<file path="config.mk">
export PLATFORM = sky130hd
export DESIGN_NAME = vga_sync_decoder
export DESIGN_NICKNAME = d
export VERILOG_FILES = /design/src/rtl/vga_sync_decoder.sv
export SDC_FILE = /design/constraint.sdc
export NUM_CORES = 1
export LEC_CHECK = 0
export BUFFER_PORTS_ARGS = -buffer_cell sky130_fd_sc_hd__buf_2
export CAP_MARGIN = 10
export CORE_MARGIN = 5
export CORE_UTILIZATION = 25
export DETAILED_ROUTE_END_ITERATION = 8
export SLEW_MARGIN = 10
export SYNTH_ARGS = -nofsm -noshare
export SYNTH_HDL_FRONTEND = slang
export SYNTH_SLANG_ARGS = --single-unit
</file>
<file path="constraint.sdc">
create_clock -name CLK -period 3.4 [get_ports CLK]
set_input_delay 0.34 -clock CLK [delete_from_list [all_inputs] [get_ports CLK]]
set_output_delay 0.34 -clock CLK [all_outputs]
set_load 0.02 [all_outputs]
</file>
<file path="src/rtl/vga_sync_decoder.sv">
// Recovers active-region pixel coordinates from asynchronous VGA HS/VS,
// tracks timing lock over whole frames and counts timing errors.
module vga_sync_decoder #(
  parameter int H_TOTAL     = 800,
  parameter int V_TOTAL     = 525,
  parameter int H_START     = 144,
  parameter int H_ACTIVE    = 640,
  parameter int V_START     = 35,
  parameter int V_ACTIVE    = 480,
  parameter int LOCK_FRAMES = 2
) (
  input  logic       CLK,
  input  logic       RST,
  input  logic       VGA_HS,
  input  logic       VGA_VS,
  output logic [9:0] o_x,
  output logic [9:0] o_y,
  output logic       o_active,
  output logic       o_locked,
  output logic       o_frame_start,
  output logic [7:0] o_err_count
);

  typedef enum logic [1:0] {
    SEARCH  = 2'd0,
    ACQUIRE = 2'd1,
    LOCKED  = 2'd2
  } state_t;

  localparam logic [10:0] H_TOTAL_C = 11'(H_TOTAL);
  localparam logic [10:0] V_TOTAL_C = 11'(V_TOTAL);
  localparam logic [10:0] H_LO_C    = 11'(H_START);
  localparam logic [10:0] H_HI_C    = 11'(H_START + H_ACTIVE);
  localparam logic [10:0] V_LO_C    = 11'(V_START);
  localparam logic [10:0] V_HI_C    = 11'(V_START + V_ACTIVE);
  localparam logic [7:0]  LOCK_C    = 8'(LOCK_FRAMES);

  logic [2:0]  hs_sync_r;
  logic [2:0]  vs_sync_r;
  logic        hs_fall_s;
  logic        vs_fall_s;
  logic [9:0]  h_pos_r;
  logic [9:0]  v_pos_r;
  logic [10:0] h_inc_s;
  logic [10:0] v_inc_s;
  logic        hs_seen_r;
  logic        vs_seen_r;
  logic        line_err_s;
  logic        frame_err_s;
  logic        timeout_s;
  logic        any_err_s;
  state_t      state_r;
  logic [7:0]  good_r;
  logic [7:0]  good_inc_s;
  logic        frame_ok_r;
  logic        active_s;

  // [0],[1] form the synchronizer; [2] holds the previous synchronized value
  assign hs_fall_s  = hs_sync_r[2] & ~hs_sync_r[1];
  assign vs_fall_s  = vs_sync_r[2] & ~vs_sync_r[1];
  assign h_inc_s    = {1'b0, h_pos_r} + 11'd1;
  assign v_inc_s    = {1'b0, v_pos_r} + 11'd1;
  assign good_inc_s = good_r + 8'd1;

  assign line_err_s  = hs_fall_s & hs_seen_r & (h_inc_s != H_TOTAL_C);
  assign frame_err_s = vs_fall_s & vs_seen_r & (v_inc_s != V_TOTAL_C);
  assign timeout_s   = ~hs_fall_s & (h_pos_r == 10'd1022);
  assign any_err_s   = line_err_s | frame_err_s | timeout_s;

  assign active_s = (state_r == LOCKED)
                  && ({1'b0, h_pos_r} >= H_LO_C) && ({1'b0, h_pos_r} < H_HI_C)
                  && ({1'b0, v_pos_r} >= V_LO_C) && ({1'b0, v_pos_r} < V_HI_C);

  // Sync input synchronizers and edge history
  always_ff @(posedge CLK or posedge RST) begin
    if (RST) begin
      hs_sync_r <= 3'b111;
      vs_sync_r <= 3'b111;
    end else begin
      hs_sync_r <= {hs_sync_r[1:0], VGA_HS};
      vs_sync_r <= {vs_sync_r[1:0], VGA_VS};
    end
  end

  // Position counters, first-edge flags, frame pulse and error counter
  always_ff @(posedge CLK or posedge RST) begin
    if (RST) begin
      h_pos_r       <= 10'd0;
      v_pos_r       <= 10'd0;
      hs_seen_r     <= 1'b0;
      vs_seen_r     <= 1'b0;
      o_frame_start <= 1'b0;
      o_err_count   <= 8'd0;
    end else begin
      if (hs_fall_s) begin
        h_pos_r <= 10'd0;
      end else if (h_pos_r != 10'd1023) begin
        h_pos_r <= h_pos_r + 10'd1;
      end
      if (vs_fall_s) begin
        v_pos_r <= 10'd0;
      end else if (hs_fall_s) begin
        v_pos_r <= v_pos_r + 10'd1;
      end
      hs_seen_r     <= hs_seen_r | hs_fall_s;
      vs_seen_r     <= vs_seen_r | vs_fall_s;
      o_frame_start <= vs_fall_s;
      // coincident line and frame errors count as a single event
      if (any_err_s && (o_err_count != 8'hFF)) begin
        o_err_count <= o_err_count + 8'd1;
      end
    end
  end

  // Lock state machine; frame_ok_r remembers whether the current frame saw an error
  always_ff @(posedge CLK or posedge RST) begin
    if (RST) begin
      state_r    <= SEARCH;
      good_r     <= 8'd0;
      frame_ok_r <= 1'b0;
      o_locked   <= 1'b0;
    end else if (timeout_s) begin
      state_r  <= SEARCH;
      good_r   <= 8'd0;
      o_locked <= 1'b0;
    end else begin
      case (state_r)
        SEARCH: begin
          if (vs_fall_s) begin
            state_r    <= ACQUIRE;
            good_r     <= 8'd0;
            frame_ok_r <= 1'b1;
          end
        end
        ACQUIRE: begin
          if (vs_fall_s) begin
            frame_ok_r <= 1'b1;
            if (any_err_s || !frame_ok_r) begin
              good_r <= 8'd0;
            end else if (good_inc_s >= LOCK_C) begin
              good_r   <= good_inc_s;
              state_r  <= LOCKED;
              o_locked <= 1'b1;
            end else begin
              good_r <= good_inc_s;
            end
          end else if (any_err_s) begin
            good_r     <= 8'd0;
            frame_ok_r <= 1'b0;
          end
        end
        LOCKED: begin
          if (any_err_s) begin
            state_r  <= SEARCH;
            good_r   <= 8'd0;
            o_locked <= 1'b0;
          end
        end
        default: begin
          state_r  <= SEARCH;
          good_r   <= 8'd0;
          o_locked <= 1'b0;
        end
      endcase
    end
  end

  // Registered coordinate outputs
  always_ff @(posedge CLK or posedge RST) begin
    if (RST) begin
      o_active <= 1'b0;
      o_x      <= 10'd0;
      o_y      <= 10'd0;
    end else begin
      o_active <= active_s;
      o_x      <= active_s ? (h_pos_r - H_LO_C[9:0]) : 10'd0;
      o_y      <= active_s ? (v_pos_r - V_LO_C[9:0]) : 10'd0;
    end
  end

endmodule
</file>
==> load_flow_metrics.sql <==
INSERT INTO impl_metrics (metric_group, metric, value, unit) VALUES
('sta', 'setup_repair_after_global_routing_missed_its_margin', 'no', ''),
('yosys', 'yosys-mux-area-fraction', '0.627', '%'),
('clock_tree', 'clk_transition_reported_paths', '0.06', 'ns'),
('sta', 'fin_tns_setup', '0', 'ns'),
('cells_and_area', 'layout.nets', '417', ''),
('yosys', 'flip_flop_and_latch_count_after_synthesis', '70', ''),
('die', 'io_count', '35', ''),
('pwr', 'power.switching', '725', 'uW'),
('routing', 'detail_route.iter0.violations', '224', ''),
('worst_setup_path', 'worst_path_class_setup', 'reg2reg', ''),
('yosys', 'synth_warnings', '0', ''),
('cells_and_area', 'fin_area', '4260', 'um2'),
('yosys', 'share_of_synthesized_area_occupied_by_flip_flops_and_latches', '49.0', '%'),
('grt', 'number_of_global_route_vias_before_repair', '2659', ''),
('worst_setup_path', 'cp-end-kind', 'register', ''),
('pwr', 'internal-power', '1.79', 'mW'),
('grt', 'grt_first_pass_wirelength', '13000', 'um'),
('clock_tree', 'number_of_post_cts_setup_repair_buffers', '0', ''),
('sta', 'fmaxAchievable', '334', 'MHz'),
('worst_setup_path', 'arrival', '3.20', 'ns'),
('pwr', 'total_power', '2.52', 'mW'),
('die', 'initial_core_util', '25.7', '%'),
('yosys', 'synthAdderAreaFrac', '5.23', '%'),
('routing', 'drt_first_pass_iters', '4', ''),
('placement', 'hpwlAfterDp', '5390', 'um'),
('worst_setup_path', 'type_of_element_launching_the_critical_path', 'register', ''),
('routing', 'vias', '2747', ''),
('grt', 'antenna_found_initial', '0', ''),
('yosys', 'synth_simple_gate_area_share', '21.0', '%'),
('placement', 'numPlacedInstances', '567', ''),
('placement', 'place_congestion', '0.846', ''),
('worst_setup_path', 'required_arrival_time_at_the_worst_endpoint', '3.61', 'ns'),
('clock_tree', 'cts_tree', 'yes', ''),
('sta', 'finalClockSkew', '0.00839', 'ns'),
('routing', 'route.final.wire_length', '7660', 'um'),
('sta', 'worst_slack', '0.410', 'ns'),
('min_path', 'holdCritPathClass', 'in2reg', ''),
('sta', 'tightestPinTransition', '0.828', 'ns'),
('pwr', 'gate_power_share', '18.4', '%'),
('yosys', 'syn_nets', '387', ''),
('clock_tree', 'number_of_buffers_added_by_the_clock_tree_synthesis_step', '9', ''),
('clock_tree', 'hold_buffers', '0', ''),
('clock_tree', 'cts_buffer_depth', '2', ''),
('cells_and_area', 'antenna_cells_inserted', '0', ''),
('placement', 'placed_cell_area', '3920', 'um2'),
('routing', 'post-route-drc-count', '0', ''),
('yosys', 'post_synth_inst_count', '368', ''),
('cells_and_area', 'syn_to_final_growth', '18.6', '%'),
('die', 'fp.dieArea', '16900', 'um2'),
('pwr', 'sequential_fraction_of_design_power', '40.1', '%'),
('clock_tree', 'worst_skew_pair.late_latency', '0.33', 'ns'),
('cells_and_area', 'layout_commonest_cell', 'dfrtp_1', ''),
('clock_tree', 'clkSinkCount', '70', ''),
('routing', 'routed_via_density', '4.71', ''),
('sta', 'hold_violations', '0', ''),
('outcome', 'status', 'completed', ''),
('clock_tree', 'root_buffer_cell', 'clkbuf_16', ''),
('yosys', 'synth-async-reset-ratio', '100', '%'),
('sta', 'final_number_of_max_transition_violations', '0', ''),
('yosys', 'synth_cell_type_count', '54', ''),
('routing', 'drt-wirelength-per-cell', '13.1', 'um'),
('yosys', 'synth_compound_gate_area_share', '11.9', '%'),
('worst_setup_path', 'largest_fanout_on_the_critical_path', '9', ''),
('sta', 'setup_viol', '0', ''),
('cells_and_area', 'finalNonFillerCells', '583', ''),
('cells_and_area', 'register_area', '1760', 'um2'),
('sta', 'fin_crit', '2.99', 'ns'),
('cells_and_area', 'multi_input_comb_area', '1660', 'um2'),
('clock_tree', 'cts_resized', '0', ''),
('pwr', 'clkPwrFrac', '41.5', '%'),
('clock_tree', 'cts_htree_levels', '3', '');
==> per-layer routing <==
layer  routed length [um]  vias up  part of all wire, %  global-route usage (%)
met3                  324       18                  4.2                    2.54
met2                 3680       78                   48                    15.6
met4                  162        0                  2.1                    4.40
li1                     -     1334                    -                       -
met5                    0        -                    0                       0
met1                 3500     1317                   46                    12.0
==> cell usage after synthesis (all sizes together) (4+ instances only) <==
library cell	n	area share (%)
a21oi	19	2.6
a31oi	6	1.0
and2	5	0.87
and3	7	1.2
buf	6	1.3
clkbuf	13	1.4
dfrtp	64	45
dfstp	6	4.4
ha	15	5.2
inv	22	2.3
nand2	25	2.6
nand2b	10	1.7
nand3	19	2.8
nand4	8	1.4
nor2	47	4.9
nor3	9	1.3
o21ai	8	1.2
o31ai	4	0.84
or4	4	1.0
xnor2	22	5.4
xor2	8	2.0
==> worst paths after layout <==
| path | to | startpoint | cells past startpoint | slack, ns |
|---|---|---|---|---|
| worst max register to register | o_err_count[1] | h_pos_r[5] | 8 | 0.41 |
| worst max-delay path | o_err_count[1] | h_pos_r[5] | 8 | 0.41 |
| min in group asynchronous | o_err_count[2] | RST | 2 | 0.17 |
| worst min-delay path | hs_sync_r[0] | VGA_HS | 1 | 0.10 |
| max in group asynchronous | o_x[9] | RST | 4 | 2.19 |
| worst min register to register | vs_sync_r[1] | vs_sync_r[0] | 0 | 0.36 |
==> per-stage QoR <==
stage,util (%),hold slack (ns)
floorplan,-,0.344
global placement,28.0,0.348
detailed placement,28.0,0.347
CTS,30.4,0.0859
global route,30.4,0.0946
finish,30.4,0.100
==> power groups by stage <==
stage	Clock [mW]	Sequential [mW]	Combinational [mW]
2_1_floorplan	0	1.04	0.307
3_3_place_gp	0	1.02	0.454
3_5_place_dp	0	1.02	0.464
4_1_cts	1.07	1.01	0.467
5_1_grt	1.10	1.02	0.518
6_report	1.05	1.01	0.463
==> logic make-up (layout without fill, tap and decap cells) <==
| family | Yosys count | count (layout) |
|---|---|---|
| AO/OA/AOI/OAI | 61 | 61 |
| XOR/XNOR | 30 | 30 |
| adder cells (fa/ha/maj) | 15 | 15 |
| buffers and inverters | 41 | 76 |
| flip-flops | 70 | 70 |
| multiplexers | 2 | 2 |
| AND/OR/NAND/NOR | 149 | 149 |
==> registers in the layout (all words and copies together) (netlist names), 2 cells and up <==
register / flops
o_err_count: 8
vs_sync_r: 3
h_pos_r: 10
state_r: 2
hs_sync_r: 3
good_r: 8
o_x: 10
v_pos_r: 10
o_y: 10
==> area by class of cell <==
type	count	area share [%]
Sequential cell	70	41.3
Multi-Input combinational cell	257	38.9
Clock buffer	13	6.35
Tap cell	180	5.29
Timing Repair Buffer	38	4.70
Inverter	22	1.94
Clock inverter	3	1.53
==> critical path, stage by stage (launching register included) <==
cell and delay [ns]:
dfrtp_1 0.50, ha_1 0.24, and4_1 0.30, mux2_2 0.37, a21oi_1 0.15, a31oi_1 0.25
or3_1 0.58, nand2_1 0.15, mux2_1 0.33
Note: power is estimated with default switching activity, not from simulation.
